<file path="src/rtl/mii_pkg.sv">
// Shared constants and state type for the MII frame source.
// Intended for reuse by a future MII frame checker.
package mii_pkg;

   localparam logic [3:0]  MII_PREAMBLE_NIBBLE = 4'h5;
   localparam logic [3:0]  MII_SFD_HI          = 4'hD;
   localparam logic [31:0] CRC32_POLY          = 32'hEDB88320;
   localparam logic [31:0] CRC32_INIT          = 32'hFFFFFFFF;

   typedef enum logic [2:0] {
      ST_IDLE,
      ST_PREAMBLE,
      ST_SFD,
      ST_DATA,
      ST_PAD,
      ST_FCS,
      ST_IFG,
      ST_DROP
   } mii_src_state_t;

endpackage

</file>
<file path="src/rtl/AXIS_IF.sv">
// Byte-wide AXI-Stream bundle with tlast/tuser.
// Transmitter drives the beat, Receiver returns tready.
interface AXIS_IF #(
   parameter int TDATA_WIDTH = 8
);

   logic                   tvalid;
   logic                   tready;
   logic [TDATA_WIDTH-1:0] tdata;
   logic                   tlast;
   logic                   tuser;

   modport Transmitter (
      output tvalid, tdata, tlast, tuser,
      input  tready
   );

   modport Receiver (
      input  tvalid, tdata, tlast, tuser,
      output tready
   );

endinterface

</file>
<file path="src/rtl/crc32_nibble.sv">
// Next Ethernet CRC-32 state after shifting in one nibble, lsb first.
// Purely combinational.
module crc32_nibble
   import mii_pkg::*;
(
   input  logic [3:0]  data_i,
   input  logic [31:0] crc_i,
   output logic [31:0] crc_o
);

   logic [31:0] c;

   always_comb begin
      c = crc_i;
      for (int i = 0; i < 4; i++) begin
         if (c[0] ^ data_i[i]) c = (c >> 1) ^ CRC32_POLY;
         else                  c = c >> 1;
      end
      crc_o = c;
   end

endmodule

</file>
<file path="src/rtl/mii_phy_frame_source.sv">
// PHY-side MII receive nibble generator: preamble, SFD, data,
// zero padding, FCS, then an enforced inter-frame gap.
module mii_phy_frame_source
   import mii_pkg::*;
#(
   parameter bit ENABLE_PADDING   = 1'b1,
   parameter int MIN_FRAME_LENGTH = 64,
   parameter int PREAMBLE_NIBBLES = 15
) (
   input  logic       clk,
   input  logic       reset_n,
   AXIS_IF.Receiver   s_axis_if,
   output logic [3:0] mii_rxd,
   output logic       mii_rx_dv,
   output logic       mii_rx_er,
   input  logic [7:0] cfg_ifg,
   input  logic       cfg_enable,
   output logic       busy,
   output logic       frame_done,
   output logic       underflow
);

   localparam logic [8:0] PAD_LEN = 9'(MIN_FRAME_LENGTH - 4);
   localparam logic [8:0] PRE_LEN = 9'(PREAMBLE_NIBBLES);

   mii_src_state_t state_q, state_d;
   logic [8:0]  cnt_q, cnt_d;
   logic [7:0]  bytes_q, bytes_d;
   logic [7:0]  data_q, data_d;
   logic        last_q, last_d;
   logic        bad_q, bad_d;
   logic        hi_q, hi_d;
   logic [31:0] crc_q, crc_d;
   logic [3:0]  rxd_q, rxd_d;
   logic        dv_q, dv_d;
   logic        er_q, er_d;
   logic        rdy_q, rdy_d;
   logic        busy_q, busy_d;
   logic        done_q, done_d;
   logic        uf_q, uf_d;

   logic        take;
   logic [31:0] crc_nxt;
   logic [31:0] fcs_sh;
   logic [7:0]  ifg_m;
   logic [8:0]  gap;

   crc32_nibble u_crc (
      .data_i (rxd_q),
      .crc_i  (crc_q),
      .crc_o  (crc_nxt)
   );

   assign fcs_sh = crc_q >> {cnt_q[2:0], 2'b00};
   assign ifg_m  = (cfg_ifg == 8'd0) ? 8'd1 : cfg_ifg;
   // The IDLE cycle before the next preamble counts toward the gap.
   assign gap    = {ifg_m, 1'b0} - 9'd1;

   always_comb begin
      state_d = state_q;
      cnt_d   = cnt_q;
      bytes_d = bytes_q;
      data_d  = data_q;
      last_d  = last_q;
      bad_d   = bad_q;
      hi_d    = hi_q;
      crc_d   = crc_q;
      rxd_d   = rxd_q;
      dv_d    = dv_q;
      er_d    = er_q;
      rdy_d   = rdy_q;
      done_d  = 1'b0;
      uf_d    = 1'b0;
      take    = 1'b0;
      unique case (state_q)
         ST_IDLE: begin
            crc_d   = CRC32_INIT;
            cnt_d   = '0;
            bytes_d = '0;
            hi_d    = 1'b0;
            rxd_d   = '0;
            dv_d    = 1'b0;
            er_d    = 1'b0;
            rdy_d   = 1'b0;
            if (s_axis_if.tvalid && cfg_enable) begin
               state_d = ST_PREAMBLE;
               rxd_d   = MII_PREAMBLE_NIBBLE;
               dv_d    = 1'b1;
               cnt_d   = 9'd1;
            end
         end
         ST_PREAMBLE: begin
            if (cnt_q >= PRE_LEN) begin
               state_d = ST_SFD;
               cnt_d   = '0;
            end else begin
               cnt_d = cnt_q + 9'd1;
            end
         end
         ST_SFD: begin
            if (rdy_q) begin
               take = 1'b1;
            end else begin
               rxd_d = MII_SFD_HI;
               rdy_d = 1'b1;
            end
         end
         ST_DATA: begin
            crc_d = crc_nxt;
            if (!hi_q) begin
               hi_d  = 1'b1;
               rxd_d = data_q[7:4];
               er_d  = bad_q;
               rdy_d = !last_q;
            end else if (rdy_q) begin
               take = 1'b1;
            end else begin
               er_d = 1'b0;
               hi_d = 1'b0;
               if (ENABLE_PADDING && ({1'b0, bytes_q} < PAD_LEN)) begin
                  state_d = ST_PAD;
                  rxd_d   = '0;
               end else begin
                  state_d = ST_FCS;
                  rxd_d   = ~crc_nxt[3:0];
                  cnt_d   = 9'd1;
               end
            end
         end
         ST_PAD: begin
            crc_d = crc_nxt;
            rxd_d = '0;
            hi_d  = !hi_q;
            if (hi_q) begin
               bytes_d = bytes_q + 8'd1;
               if ({1'b0, bytes_q} + 9'd1 >= PAD_LEN) begin
                  state_d = ST_FCS;
                  rxd_d   = ~crc_nxt[3:0];
                  cnt_d   = 9'd1;
               end
            end
         end
         ST_FCS: begin
            if (cnt_q == 9'd8) begin
               state_d = ST_IFG;
               rxd_d   = '0;
               dv_d    = 1'b0;
               cnt_d   = gap;
            end else begin
               rxd_d  = ~fcs_sh[3:0];
               cnt_d  = cnt_q + 9'd1;
               done_d = (cnt_q == 9'd7);
            end
         end
         ST_IFG: begin
            if (cnt_q <= 9'd1) begin
               state_d = ST_IDLE;
               cnt_d   = '0;
            end else begin
               cnt_d = cnt_q - 9'd1;
            end
         end
         ST_DROP: begin
            rxd_d = '0;
            dv_d  = 1'b0;
            er_d  = 1'b0;
            if (s_axis_if.tvalid && rdy_q && s_axis_if.tlast) begin
               state_d = ST_IFG;
               rdy_d   = 1'b0;
               cnt_d   = gap;
            end
         end
         default: state_d = ST_IDLE;
      endcase
      // Byte fetch slot: capture the next byte or abort on a starved stream.
      if (take) begin
         rdy_d = 1'b0;
         hi_d  = 1'b0;
         if (s_axis_if.tvalid) begin
            state_d = ST_DATA;
            data_d  = s_axis_if.tdata[7:0];
            last_d  = s_axis_if.tlast;
            bad_d   = s_axis_if.tuser && s_axis_if.tlast;
            er_d    = s_axis_if.tuser && s_axis_if.tlast;
            rxd_d   = s_axis_if.tdata[3:0];
            bytes_d = (bytes_q == 8'hFF) ? bytes_q : bytes_q + 8'd1;
         end else begin
            state_d = ST_DROP;
            rxd_d   = '0;
            er_d    = 1'b1;
            uf_d    = 1'b1;
            done_d  = 1'b1;
            rdy_d   = 1'b1;
         end
      end
      busy_d = (state_d != ST_IDLE);
   end

   always_ff @(posedge clk) begin
      if (!reset_n) begin
         state_q <= ST_IDLE;
         cnt_q   <= '0;
         bytes_q <= '0;
         data_q  <= '0;
         last_q  <= 1'b0;
         bad_q   <= 1'b0;
         hi_q    <= 1'b0;
         crc_q   <= CRC32_INIT;
         rxd_q   <= '0;
         dv_q    <= 1'b0;
         er_q    <= 1'b0;
         rdy_q   <= 1'b0;
         busy_q  <= 1'b0;
         done_q  <= 1'b0;
         uf_q    <= 1'b0;
      end else begin
         state_q <= state_d;
         cnt_q   <= cnt_d;
         bytes_q <= bytes_d;
         data_q  <= data_d;
         last_q  <= last_d;
         bad_q   <= bad_d;
         hi_q    <= hi_d;
         crc_q   <= crc_d;
         rxd_q   <= rxd_d;
         dv_q    <= dv_d;
         er_q    <= er_d;
         rdy_q   <= rdy_d;
         busy_q  <= busy_d;
         done_q  <= done_d;
         uf_q    <= uf_d;
      end
   end

   assign s_axis_if.tready = rdy_q;
   assign mii_rxd          = rxd_q;
   assign mii_rx_dv        = dv_q;
   assign mii_rx_er        = er_q;
   assign busy             = busy_q;
   assign frame_done       = done_q;
   assign underflow        = uf_q;

endmodule

</file>
<file path="src/flat_wrapper.sv">
// flat-port wrapper written by rule: the top's interface ports become plain ports
module mii_phy_frame_source_flat import mii_pkg::*;
#(
   parameter bit ENABLE_PADDING   = 1'b1,
   parameter int MIN_FRAME_LENGTH = 64,
   parameter int PREAMBLE_NIBBLES = 15
)
  (clk, reset_n, mii_rxd, mii_rx_dv, mii_rx_er, cfg_ifg, cfg_enable, busy, frame_done, underflow, s_axis_if_tvalid, s_axis_if_tdata, s_axis_if_tlast, s_axis_if_tuser, s_axis_if_tready);
  AXIS_IF #(.TDATA_WIDTH(8)) s_axis_if_i ();
  input  logic clk;
  input  logic reset_n;
  output logic [3:0] mii_rxd;
  output logic mii_rx_dv;
  output logic mii_rx_er;
  input  logic [7:0] cfg_ifg;
  input  logic cfg_enable;
  output logic busy;
  output logic frame_done;
  output logic underflow;
  input wire logic [$bits(s_axis_if_i.tvalid)-1:0] s_axis_if_tvalid;
  input wire logic [$bits(s_axis_if_i.tdata)-1:0] s_axis_if_tdata;
  input wire logic [$bits(s_axis_if_i.tlast)-1:0] s_axis_if_tlast;
  input wire logic [$bits(s_axis_if_i.tuser)-1:0] s_axis_if_tuser;
  output wire logic [$bits(s_axis_if_i.tready)-1:0] s_axis_if_tready;
  assign s_axis_if_i.tvalid = s_axis_if_tvalid;
  assign s_axis_if_i.tdata = s_axis_if_tdata;
  assign s_axis_if_i.tlast = s_axis_if_tlast;
  assign s_axis_if_i.tuser = s_axis_if_tuser;
  assign s_axis_if_tready = s_axis_if_i.tready;
  mii_phy_frame_source #(.ENABLE_PADDING(ENABLE_PADDING), .MIN_FRAME_LENGTH(MIN_FRAME_LENGTH), .PREAMBLE_NIBBLES(PREAMBLE_NIBBLES)) u_core (.clk(clk), .reset_n(reset_n), .s_axis_if(s_axis_if_i), .mii_rxd(mii_rxd), .mii_rx_dv(mii_rx_dv), .mii_rx_er(mii_rx_er), .cfg_ifg(cfg_ifg), .cfg_enable(cfg_enable), .busy(busy), .frame_done(frame_done), .underflow(underflow));
endmodule
</file>
<file path="config.mk">
export PLATFORM = sky130hd
export DESIGN_NAME = mii_phy_frame_source_flat
export DESIGN_NICKNAME = d
export VERILOG_FILES = /design/src/rtl/mii_pkg.sv /design/src/rtl/AXIS_IF.sv /design/src/rtl/crc32_nibble.sv /design/src/rtl/mii_phy_frame_source.sv /design/src/flat_wrapper.sv
export SDC_FILE = /design/constraint.sdc
export NUM_CORES = 1
export LEC_CHECK = 0
export ABC_AREA = 1
export BUFFER_PORTS_ARGS = -buffer_cell sky130_fd_sc_hd__buf_2
export CAP_MARGIN = 20
export CORE_MARGIN = 4
export CORE_UTILIZATION = 34
export DETAILED_ROUTE_END_ITERATION = 6
export HOLD_SLACK_MARGIN = 0.02
export PLACE_DENSITY_LB_ADDON = 0.1
export SLEW_MARGIN = 10
export SYNTH_ARGS = -nofsm -noshare
export SYNTH_HDL_FRONTEND = slang
export SYNTH_SLANG_ARGS = --single-unit
</file>
<file path="constraint.sdc">
create_clock -name clk -period 2.1 [get_ports clk]
set_input_delay 0.42 -clock clk [delete_from_list [all_inputs] [get_ports clk]]
set_output_delay 0.42 -clock clk [all_outputs]
set_load 0.02 [all_outputs]
</file>
-- Word level (Yosys, flattened, before mapping)
Index checks and enable logic that the tools add are counted.
- word-level logic and storage cells: 152
- bits in registers: 73
- shifts and indexed selects: 1
- mux-type cells: 68
- order comparisons: 4
- equal/unequal tests: 22
- reductions and logical operators: 26
- add/sub/neg operators: 5
- bitwise logic cells: 11
- operators by type and width (kind ; number):
    $mux W32 ; 4
    $mux W9 ; 9
    $pmux W32 S2 ; 1
    $pmux W9 S7 ; 1
    $not A13 Y14 ; 4
    $mux W8 ; 5
    $mux W3 ; 12
    $mux W4 ; 9
    $shr A32 B5 Y4 ; 1
    $pmux W4 S6 ; 1
    $pmux W3 S7 ; 1
    $mux W1 ; 19
    $sub A9 B1 Y9 const B ; 2
    $pmux W8 S2 ; 1
    $reduce_bool A7 Y1 ; 2
    $eq A3 B3 Y1 const B ; 4
    $reduce_bool A3 Y1 ; 4
    $ne A2 B1 Y1 const B ; 5
    $add A8 B1 Y9 const B ; 1
    $add A9 B1 Y9 const B ; 1
    $eq A9 B3 Y1 const B ; 1
    $eq A9 B4 Y1 const B ; 1
    $ge A9 B4 Y1 const B ; 1
    $ge A9 B6 Y1 const B ; 1
    26 further kinds ; 46

-- Longest topological paths before layout
Gate-level depths: netlist (run 1).
- word-level depth: 14
- mapped depth: 13
- depth with buffers taken out: 13

-- Hierarchy
Synthesis (run 1) repeated with hierarchy kept, for this count alone.
- cells, all modules: 796
- area, all modules: 4883.4 µm²
- by module, submodules not included (module ; cells an instance ; area an instance (µm²) ; seq. area each (µm²) ; instances):
    mii_phy_frame_source ; 620 ; 4060.1 ; 1381.3 ; 1
    crc32_nibble ; 176 ; 823.3 ; 0.0 ; 1

-- Least setup slack after synthesis (run 1)
OpenSTA, ideal clock, no wires.
- path kind: reg2reg
- start: register u_core.cnt_q[0]
- end: register u_core.busy_q (netlist: u_core.busy)
- slack: 239 ps
- library setup time: 121 ps
- path buffers: 1
- arrival time: 1741 ps
- cell stages (with the launch flop): 13
- cell sequence: dfxtp_1 inv_2 clkbuf_1 ha_1 nand3_1 nor2_2 nor2_4 inv_1 nand2_1 nor2_1 nand3_1 nand2_1 nand3_1
- cells in the longest elaborated chain, start to end: 5
- ends and longest elaborated chain (what ; line ; text):
    start, declared ; mii_phy_frame_source.sv:27 ; logic [8:0] cnt_q, cnt_d;
    start signal, assigned ; mii_phy_frame_source.sv:218 ; cnt_q <= cnt_d;
    $le A9 B1 Y1 (tied with other cells) ; mii_phy_frame_source.sv:156 ; if (cnt_q <= 9'd1) begin
    $mux W3 (on tied branches) ; mii_phy_frame_source.sv:156, mii_phy_frame_source.sv:93, mii_phy_frame_source.sv:144 ;
    $pmux W3 S7 * ; mii_phy_frame_source.sv:75 ; unique case (state_q)
    $mux W3 * ; mii_phy_frame_source.sv:176 ; if (take) begin
    $reduce_bool A3 Y1 * ; mii_phy_frame_source.sv:196 ; busy_d = (state_d != ST_IDLE);
    end signal, assigned ; mii_phy_frame_source.sv:229 ; busy_q <= busy_d;
    end, declared ; mii_phy_frame_source.sv:38 ; logic busy_q, busy_d;
Mark *: on every way between the ends. The rest lies on a longest branch, timed or not.
A chain may end at the register's enable or synchronous reset.

-- Final worst setup path (run 1)
Ends and elaborated chain as after synthesis.

==> results.yml, run 1 <==
timing:
  tns_ns: 0
  post-route-min-period_ns: 1.91
  maxSlewHeadroom_pct: 69.2
  fmax_mhz: 523
  worst_pin_slew_ns: 0.462
  worst_slack_ns: 0.188
  setup_viol: 0
  rsz0062_at_grt: "false"
  maxSlewViolCount: 0
  hold_violations: 0
  finalCritPeriodShare_pct: 91.1
  skew_ns: 0.00723
synth:
  ys_seq_area_share_pct: 29.4
  synth_seq_cells: 69
  ys.flop_type: "dfxtp_1"
  synth_cell_types: 47
  ys_warn_count: 0
  postSynthAreaPerCell_um2: 6.40
  ys_async_sr_fraction_pct: 0
  synthCells: 735
  syn-num-nets: 764
  netlist_area_um2: 4700
  synth_edf_count: 0
outcome:
  status: "finished clean"
worst_setup_path:
  worstPathArrival_ns: 2.13
  critPathKind: "reg -> reg"
  crit_slowest_cell: "dfxtp_1"
  cpPeakStageDelay_ns: 0.51
  rrSetupSlack_ns: 0.19
  required_ns: 2.31
  crit_fanout: 7
  critPathLaunchType: "register"
  setup.worst_path.end_class: "register"
  crit_path_frequent_cell: "nand2_1"
  cp_cell_sequence: "ha_1 -> nand2_1 -> nor3_1 -> nor2_1 -> nand2_1 -> nand2_1 -> a21oi_1 -> nand3_1 -> nand2_1 -> nand3_1"
clock_tree:
  clk_path_buf_depth: 2
  clock_latency_ns: 0.33
  cts_tree: "yes"
  cts_setup_buffers: 0
  clock-sinks: 69
  clkTransAtPathRegs_ns: 0.06
  htreeDepth: 3
  numCtsBuffers: 9
  cts_root_buf: "clkbuf_16"
  cts-hold-fix-buffers: 0
floorplanning:
  die_w_um: 126
  ios: 32
  die-area_um2: 15800
  initial_utilization_pct: 35.1
  die_y_um: 126
  core_area_um2: 13400
  num_rows: 42
final_layout:
  final_cell_mix: "nand2_1, inv_1, dfxtp_1"
  layout_commonest_cell: "nand2_1"
  antenna_cells: 0
  drive_above_1_share_pct: 16.0
  nets: 813
  syn2layout_area_growth_pct: 16.6
detailed_routing:
  vias: 4825
  viasPerCell: 5.01
  drcViolationCount: 0
  postRouteAntennaNets: 0
  first_pass_iters: 5
  drtIter0Drc: 328
  drt-total-wl_mm: 14.1
  routedWlPerCell_um: 14.7
placed_design:
  dpl.hpwl_mm: 10.6
  preCtsSetupSlack_ns: 0.0214
  port_buffers: 31
  gp_congestion: 0.884
flow_run:
  cap_violations: 0
power_and_ir_drop:
  total_leakage_power_nw: 2.49
  p_per_area_nw_per_um2: 590
  finalPower_mw: 3.23
  irDropWorstVdd_mv: 0.382
grt:
  grt_max_degree: 45
  antenna_found_initial: 0
  first_global_vias: 4690
  grt_first_pass_wirelength_mm: 23.4
  grt_overflow: 0
  grt_usage_pct: 18.0
min_path:
  hold_class: "in -> reg"
state kept, by name, summed over array words and instances (netlist names):
name,cells
u_core.last_q,1
u_core.underflow,1
u_core.mii_rx_er,1
u_core.s_axis_if.tready,1
u_core.crc_q,32
u_core.bytes_q,8
u_core.frame_done,1
u_core.mii_rxd,4
u_core.state_q,3
u_core.hi_q,1
u_core.bad_q,1
u_core.busy,1
u_core.data_q,4
u_core.cnt_q,9
u_core.mii_rx_dv,1
cell type report:
| cell class | count | area, um2 |
|---|---|---|
| fill | 1474 | 7920 |
| tap | 176 | 220 |
| multi-input combinational | 552 | 2860 |
| sequential | 69 | 1380 |
| inverter | 89 | 337 |
| clock inverter | 5 | 53.8 |
| timing repair buffer | 63 | 408 |
| clock buffer | 9 | 225 |
cell families after synthesis:
group                    synth area share, %
adder cells (fa/ha/maj)                 1.86
buffers and inverters                   9.95
XOR/XNOR                                7.18
AND/OR/NAND/NOR                         34.5
AO/OA/AOI/OAI                           17.1
flip-flops                              29.4
worst max-delay path, delay by kind of cell, from the launching register on:
kind | cells | cell delay (ns)
DFF | 1 | 0.51
adders and majority gates | 1 | 0.20
and+or+nand+nor | 8 | 0.99
AOI/OAI and AO/OA | 1 | 0.12
where the power goes:
part           switching [mW]  total (mW)  internal, mW
clock network           0.562        1.46         0.901
logic                   0.263       0.402         0.139
registers              0.0280        1.37          1.34
total                   0.853        3.23          2.38
per-stage QoR:
stage | cell area (um2) | utilization [%] | std cells | hold WS, ns
final | 5480 | 40.9 | 963 | 0.345
after detailed placement | 5200 | 38.8 | 949 | 0.473
after CTS | 5480 | 40.9 | 963 | 0.336
after global placement | 5200 | 38.8 | 949 | 0.471
after global routing | 5480 | 40.9 | 963 | 0.351
after floorplan | 4700 | - | 735 | 0.440
metal layers:
metal  GRT usage, %  wire, um
met1           24.0      6850
met2           29.0      6600
met3           4.26       499
met4           5.48       182
met5              0         0
synth_stat cells (2+ instances only):
cell type / number / area [um2]
o211ai_1: 14 / 105
xnor2_2: 2 / 32.5
nand3_2: 2 / 20.0
o21ai_0: 47 / 235
nand3_1: 56 / 280
nor2_1: 63 / 236
nand4_1: 11 / 68.8
nor2_4: 4 / 45.0
nand2_1: 196 / 736
nand2_2: 6 / 37.5
dfxtp_1: 69 / 1380
or2_2: 5 / 31.3
nor2_2: 5 / 31.3
a21oi_1: 46 / 230
buf_2: 8 / 40.0
a311oi_1: 2 / 17.5
or2_1: 2 / 12.5
nor3_1: 9 / 45.0
buf_6: 3 / 33.8
o22ai_1: 6 / 37.5
nor3_2: 2 / 20.0
clkbuf_1: 12 / 45.0
ha_1: 7 / 87.6
o21ai_1: 15 / 75.1
inv_1: 72 / 270
clkinv_1: 2 / 7.51
o221ai_1: 3 / 26.3
xor2_1: 27 / 236
a31oi_1: 3 / 18.8
inv_2: 14 / 52.6
xnor2_1: 6 / 52.6
what timing repair did:
item / 4_1_cts / 5_1_grt
endpoints found under the hold margin: 0 / 0
setup endpoints to repair: 0 / 2
gates resized for setup: 0 / 2
final timing paths:
| path | startpoint | cells past startpoint | end |
|---|---|---|---|
| max | u_core.cnt_q[0]$_SDFFE_PN0P_ | 10 | u_core.busy$_SDFF_PN0_ |
| min | s_axis_if_tdata[4] | 3 | u_core.data_q[4]$_SDFFE_PN0P_ |
| max reg2reg | u_core.cnt_q[0]$_SDFFE_PN0P_ | 10 | u_core.busy$_SDFF_PN0_ |
| min reg2reg | u_core.last_q$_SDFFE_PN0P_ | 2 | u_core.last_q$_SDFFE_PN0P_ |
No activity file was read; power rests on OpenSTA's default activity.
==> inputs of run 2 (changes only) <==
--- a/config.mk
+++ b/config.mk
@@ -13,6 +13,7 @@
 export DETAILED_ROUTE_END_ITERATION = 6
 export HOLD_SLACK_MARGIN = 0.02
 export PLACE_DENSITY_LB_ADDON = 0.1
+export RECOVER_POWER = 100
 export SLEW_MARGIN = 10
 export SYNTH_ARGS = -nofsm -noshare
 export SYNTH_HDL_FRONTEND = slang
==> run 2 against run 1 <==
Effect of this change: clock power barely moved; non-clock buffer count did not move; global-route usage did not move; sequential share of layout area rose by 0.081 points; count of clock-buffer cells in the layout did not move; cell count did not move; largest power group unchanged.
==> results.yml, run 2 (synthesis gave the netlist of run 1 again) <==
outcome:
  status: "finished clean"
power_and_ir_drop:
  total_leakage_power_nw: 2.45
  internal_power_mw: 2.38
  p_per_area_nw_per_um2: 591
  finalPower_mw: 3.23
  swShare_pct: 26.4
  switchingPower_mw: 0.851
  seqPwrFrac_pct: 42.4
  clkPwrFrac_pct: 45.3
  p_comb_share_pct: 12.3
  irDropWorstVdd_mv: 0.383
placed_design:
  preCtsSetupSlack_ns: 0.0214
  port_buffers: 31
  gp_congestion: 0.884
  dpl.hpwl_mm: 10.6
floorplanning:
  ios: 32
  die-area_um2: 15800
  core_area_um2: 13400
  die_y_um: 126
  num_rows: 42
  initial_utilization_pct: 35.1
  die_w_um: 126
timing:
  finalCritPeriodShare_pct: 92.2
  fin_hold_ws_ns: 0.345
  worst_pin_slew_ns: 0.460
  fmax_mhz: 516
  post-route-min-period_ns: 1.94
  maxSlewViolCount: 0
  worst_slack_ns: 0.163
  rsz0062_at_grt: "false"
  skew_ns: 0.00657
  tns_ns: 0
  setup_viol: 0
  hold_violations: 0
  maxSlewHeadroom_pct: 69.3
detailed_routing:
  drtIter0Drc: 307
  drt-total-wl_mm: 14.1
  first_pass_iters: 5
  postRouteAntennaNets: 0
  drcViolationCount: 0
  vias: 4804
  routedWlPerCell_um: 14.7
  viasPerCell: 4.99
final_layout:
  antenna_cells: 0
  top_regs: "u_core.crc_q (32), u_core.cnt_q (9), u_core.bytes_q (8)"
  final_cell_mix: "nand2_1, inv_1, dfxtp_1"
  fill_cells: 1478
  largest_reg_flops: 32
  layout_commonest_cell: "nand2_1"
  drive_above_1_share_pct: 14.1
  multiInputGateArea_um2: 2850
  syn2layout_area_growth_pct: 16.2
  nets: 813
  top_register: "u_core.crc_q"
  seqCellArea_um2: 1380
  final_util_pct: 40.8
worst_setup_path:
  critPathLaunchType: "register"
  cp_cell_sequence: "nand2_4 -> nor2_8 -> nand3_2 -> o21ai_4 -> nand2_2 -> nor2_1 -> inv_2 -> nand2_2 -> inv_1 -> nor2_4 -> nand2_1 -> a21oi_2"
  reg2reg_to: "u_core.bytes_q[3]$_SDFFE_PN0P_"
  rrSetupSlack_ns: 0.16
  r2r_start: "u_core.state_q[0]$_SDFF_PN0_"
  r2r_cells: 12
  setup.worst_path.end_class: "register"
  cpPeakStageDelay_ns: 0.43
  startpoint: "u_core.state_q[0]$_SDFF_PN0_"
  worstPathArrival_ns: 2.21
  crit_slowest_cell: "dfxtp_1"
  required_ns: 2.37
  crit_fanout: 10
  critPathKind: "reg -> reg"
  crit_path_end: "u_core.bytes_q[3]$_SDFFE_PN0P_"
  crit_path_frequent_cell: "nand2_2"
clock_tree:
  htreeDepth: 3
  clock_latency_ns: 0.33
  cts_setup_buffers: 0
  clk_path_buf_depth: 2
  cts-hold-fix-buffers: 0
  cts_root_buf: "clkbuf_16"
  numCtsBuffers: 9
  cts_tree: "yes"
  clock-sinks: 69
  clkTransAtPathRegs_ns: 0.06
grt:
  grt_overflow: 0
  grt_first_pass_wirelength_mm: 23.4
  antenna_found_initial: 0
  first_global_vias: 4690
  grt_usage_pct: 18.0
  grt_max_degree: 45
flow_run:
  cap_violations: 0
min_path:
  hold_class: "in -> reg"
run 2: cell types whose count changed in the layout (fill, tap and decap cells not counted), moves of 3 or more:
| cell | before | now |
|---|---|---|
| inv_2 | 14 | 11 |
| clkbuf_1 | 0 | 10 |
| inv_1 | 72 | 75 |
| o21ai_0 | 47 | 57 |
| o21ai_1 | 15 | 5 |
| buf_2 | 31 | 21 |
run 2: per-layer routing:
| metal | wire length, um | global-route usage, % |
|---|---|---|
| met5 | 0 | 0 |
| met4 | 183 | 5.48 |
| met3 | 553 | 4.26 |
| met2 | 6600 | 29.0 |
| met1 | 6770 | 24.0 |
run 2: timing repair:
item                                    in CTS  in global routing
hold endpoints to repair                     0                  0
endpoints found under the setup margin       0                  2
resized for setup                            0                  2
run 2: metrics by stage:
| stage | instances | instance area [um2] |
|---|---|---|
| 4_1_cts | 963 | 5480 |
| 3_3_place_gp | 949 | 5200 |
| 6_report | 963 | 5460 |
| 3_5_place_dp | 949 | 5200 |
| 5_1_grt | 963 | 5460 |
| 2_1_floorplan | 735 | 4700 |
run 2: worst min-delay path by stage:
stage,start,slack [ns],endpoint,cells past startpoint
2_1_floorplan,u_core.last_q$_SDFFE_PN0P_,0.44,u_core.last_q$_SDFFE_PN0P_,2
5_1_grt,s_axis_if_tdata[6],0.35,u_core.data_q[6]$_SDFFE_PN0P_,3
6_report,s_axis_if_tdata[4],0.34,u_core.data_q[4]$_SDFFE_PN0P_,3
3_3_place_gp,u_core.cnt_q[3]$_SDFFE_PN0P_,0.47,u_core.cnt_q[3]$_SDFFE_PN0P_,2
3_5_place_dp,u_core.cnt_q[3]$_SDFFE_PN0P_,0.47,u_core.cnt_q[3]$_SDFFE_PN0P_,2
4_1_cts,s_axis_if_tdata[4],0.34,u_core.data_q[4]$_SDFFE_PN0P_,3
run 2: area by class of cell:
cell class              count  share of cell area, %
flip-flops and latches     69                   25.3
multi-input cells         552                   52.2
inverters                  89                   6.16
clock inverters             5                  0.985
clock buffers               9                   4.12
well taps                 176                   4.03
repair buffers             63                   7.24
run 2: critical path, delay by kind of cell (launching register included):
kind,cells,cell delay [ns]
AOI/OAI and AO/OA,2,0.24
buffers and inverters,2,0.13
DFF,1,0.43
and+or+nand+nor,8,1.07
run 2: power groups by stage:
stage | sequential, mW | combinational, mW | clock, mW
final | 1.37 | 0.398 | 1.46
after global routing | 1.37 | 0.449 | 1.58
after floorplan | 1.40 | 0.266 | 0
after detailed placement | 1.40 | 0.401 | 0
after CTS | 1.37 | 0.403 | 1.53
after global placement | 1.40 | 0.398 | 0
==> inputs of run 3 (changes only) <==
--- a/config.mk
+++ b/config.mk
@@ -8,6 +8,7 @@
 export ABC_AREA = 1
 export BUFFER_PORTS_ARGS = -buffer_cell sky130_fd_sc_hd__buf_2
 export CAP_MARGIN = 20
+export CORE_ASPECT_RATIO = 1.1
 export CORE_MARGIN = 4
 export CORE_UTILIZATION = 34
 export DETAILED_ROUTE_END_ITERATION = 6
@@ -18,3 +19,4 @@
 export SYNTH_ARGS = -nofsm -noshare
 export SYNTH_HDL_FRONTEND = slang
 export SYNTH_SLANG_ARGS = --single-unit
+export TNS_END_PERCENT = 5
==> run 3 against run 2 <==
Effect of this change: wire length is 2.6% lower; hold slack worse by 0.0073 ns; power is 4.3% higher; sequential power hardly changed; critical path depth is 3 lower; cell count is 0.93% higher; highest routed layer unchanged; core utilization is 0.36 points higher; maximum frequency is 0.73% higher.
==> results.yml, run 3 (synthesis gave the netlist of run 1 again) <==
worst_setup_path:
  worstPathArrival_ns: 2.19
  r2r_cells: 9
  cpPeakStageDelay_ns: 0.44
  critPathLaunchType: "register"
  critPathKind: "reg -> reg"
  cp_cell_sequence: "inv_4 -> nand3_2 -> o21ai_4 -> nand2_4 -> inv_1 -> nand2_1 -> nand2_1 -> inv_1 -> a21oi_1"
  required_ns: 2.36
  crit_fanout: 12
  crit_slowest_cell: "dfxtp_1"
  setup.worst_path.end_class: "register"
flow_run:
  cap_violations: 0
clock_tree:
  clk_path_buf_depth: 2
  cts-hold-fix-buffers: 0
  cts_root_buf: "clkbuf_16"
  clock-sinks: 69
  numCtsBuffers: 9
  htreeDepth: 3
  cts_tree: "yes"
  cts_resized: 0
  clock_latency_ns: 0.34
  cts_setup_buffers: 0
  clkTransAtPathRegs_ns: 0.05
outcome:
  status: "finished clean"
grt:
  grt_max_degree: 45
  first_global_vias: 4528
  grt_first_pass_wirelength_mm: 22.9
  grt_overflow: 0
  grt_usage_pct: 17.7
  antenna_found_initial: 0
placed_design:
  dpl_cell_area_um2: 5200
  dpl.hpwl_mm: 10.3
  port_buffers: 31
  gp_congestion: 0.855
detailed_routing:
  drtIter0Drc: 313
  first_pass_iters: 4
  postRouteAntennaNets: 0
  routedWlPerCell_um: 14.1
  drt-total-wl_mm: 13.7
  vias: 4801
  viasPerCell: 4.94
  drcViolationCount: 0
timing:
  tns_ns: 0
  post-route-min-period_ns: 1.92
  rsz0062_at_grt: "false"
  hold_violations: 0
  worst_pin_slew_ns: 0.486
  fmax_mhz: 520
  setup_viol: 0
  finalCritPeriodShare_pct: 91.6
  maxSlewHeadroom_pct: 67.6
  fin_hold_ws_ns: 0.337
  skew_ns: 0.00740
  maxSlewViolCount: 0
floorplanning:
  die-area_um2: 15800
  num_rows: 44
  die_y_um: 131
  die_w_um: 120
  initial_utilization_pct: 35.1
  core_area_um2: 13400
  ios: 32
power_and_ir_drop:
  irDropWorstVdd_mv: 0.350
  seqPwrFrac_pct: 40.6
  total_leakage_power_nw: 2.46
  p_comb_share_pct: 11.8
  internal_power_mw: 2.49
  switchingPower_mw: 0.877
  finalPower_mw: 3.37
  p_per_area_nw_per_um2: 612
  swShare_pct: 26.0
  clkPwrFrac_pct: 47.6
final_layout:
  drive_above_1_share_pct: 14.2
  syn2layout_area_growth_pct: 17.0
  largest_reg_flops: 32
  final_cell_mix: "nand2_1, inv_1, dfxtp_1"
  layout_commonest_cell: "nand2_1"
  top_register: "u_core.crc_q"
  antenna_cells: 0
  nets: 812
  fin_area_um2: 5500
  top_regs: "u_core.crc_q (32), u_core.cnt_q (9), u_core.bytes_q (8)"
min_path:
  hold_class: "in -> reg"
  hold_depth: 3
run 3: path summary, 6_finish.rpt:
| check | start | end | slack, ns |
|---|---|---|---|
| worst min register to register | u_core.last_q$_SDFFE_PN0P_ | u_core.last_q$_SDFFE_PN0P_ | 0.47 |
| worst max register to register | u_core.state_q[2]$_SDFF_PN0_ | u_core.mii_rxd[2]$_SDFFE_PN0P_ | 0.18 |
| worst max-delay path | u_core.state_q[2]$_SDFF_PN0_ | u_core.mii_rxd[2]$_SDFFE_PN0P_ | 0.18 |
| worst min-delay path | s_axis_if_tdata[4] | u_core.data_q[4]$_SDFFE_PN0P_ | 0.34 |
run 3: metal layers:
metal / global-route usage [%] / up-vias / routed length (um)
li1: - / 2496 / -
met1: 23.4 / 2213 / 6500
met2: 29.2 / 79 / 6520
met3: 3.57 / 13 / 504
met4: 4.58 / 0 / 209
met5: 0 / - / 0
run 3: power by group through the flow:
| stage | clock, mW | combinational, mW | sequential [mW] |
|---|---|---|---|
| final | 1.60 | 0.396 | 1.37 |
| after CTS | 1.64 | 0.399 | 1.37 |
| after floorplan | 0 | 0.266 | 1.40 |
| after global placement | 0 | 0.395 | 1.39 |
| after detailed placement | 0 | 0.397 | 1.40 |
| after global routing | 1.70 | 0.444 | 1.37 |
run 3: critical path, delay by kind of cell (launching register included):
family / cells / cell delay, ns
AND/OR/NAND/NOR: 4 / 0.47
flip-flops: 1 / 0.44
buffers and inverters: 3 / 0.54
AO/OA/AOI/OAI: 2 / 0.41
run 3: metrics by stage:
step	setup slack [ns]	cells	util [%]
finish	0.177	972	41.1
detailed placement	0.0875	956	38.9
global route	0.00405	972	41.1
floorplan	0.239	735	-
global placement	0.131	956	38.9
CTS	0.127	972	41.2
run 3: layout make-up:
cell class | instances | area (um2)
fill | 1481 | 7880
multi-input combinational | 552 | 2850
sequential | 69 | 1380
timing repair buffer | 62 | 388
inverter | 89 | 337
clock buffer | 13 | 270
tap | 184 | 230
clock inverter | 3 | 42.5
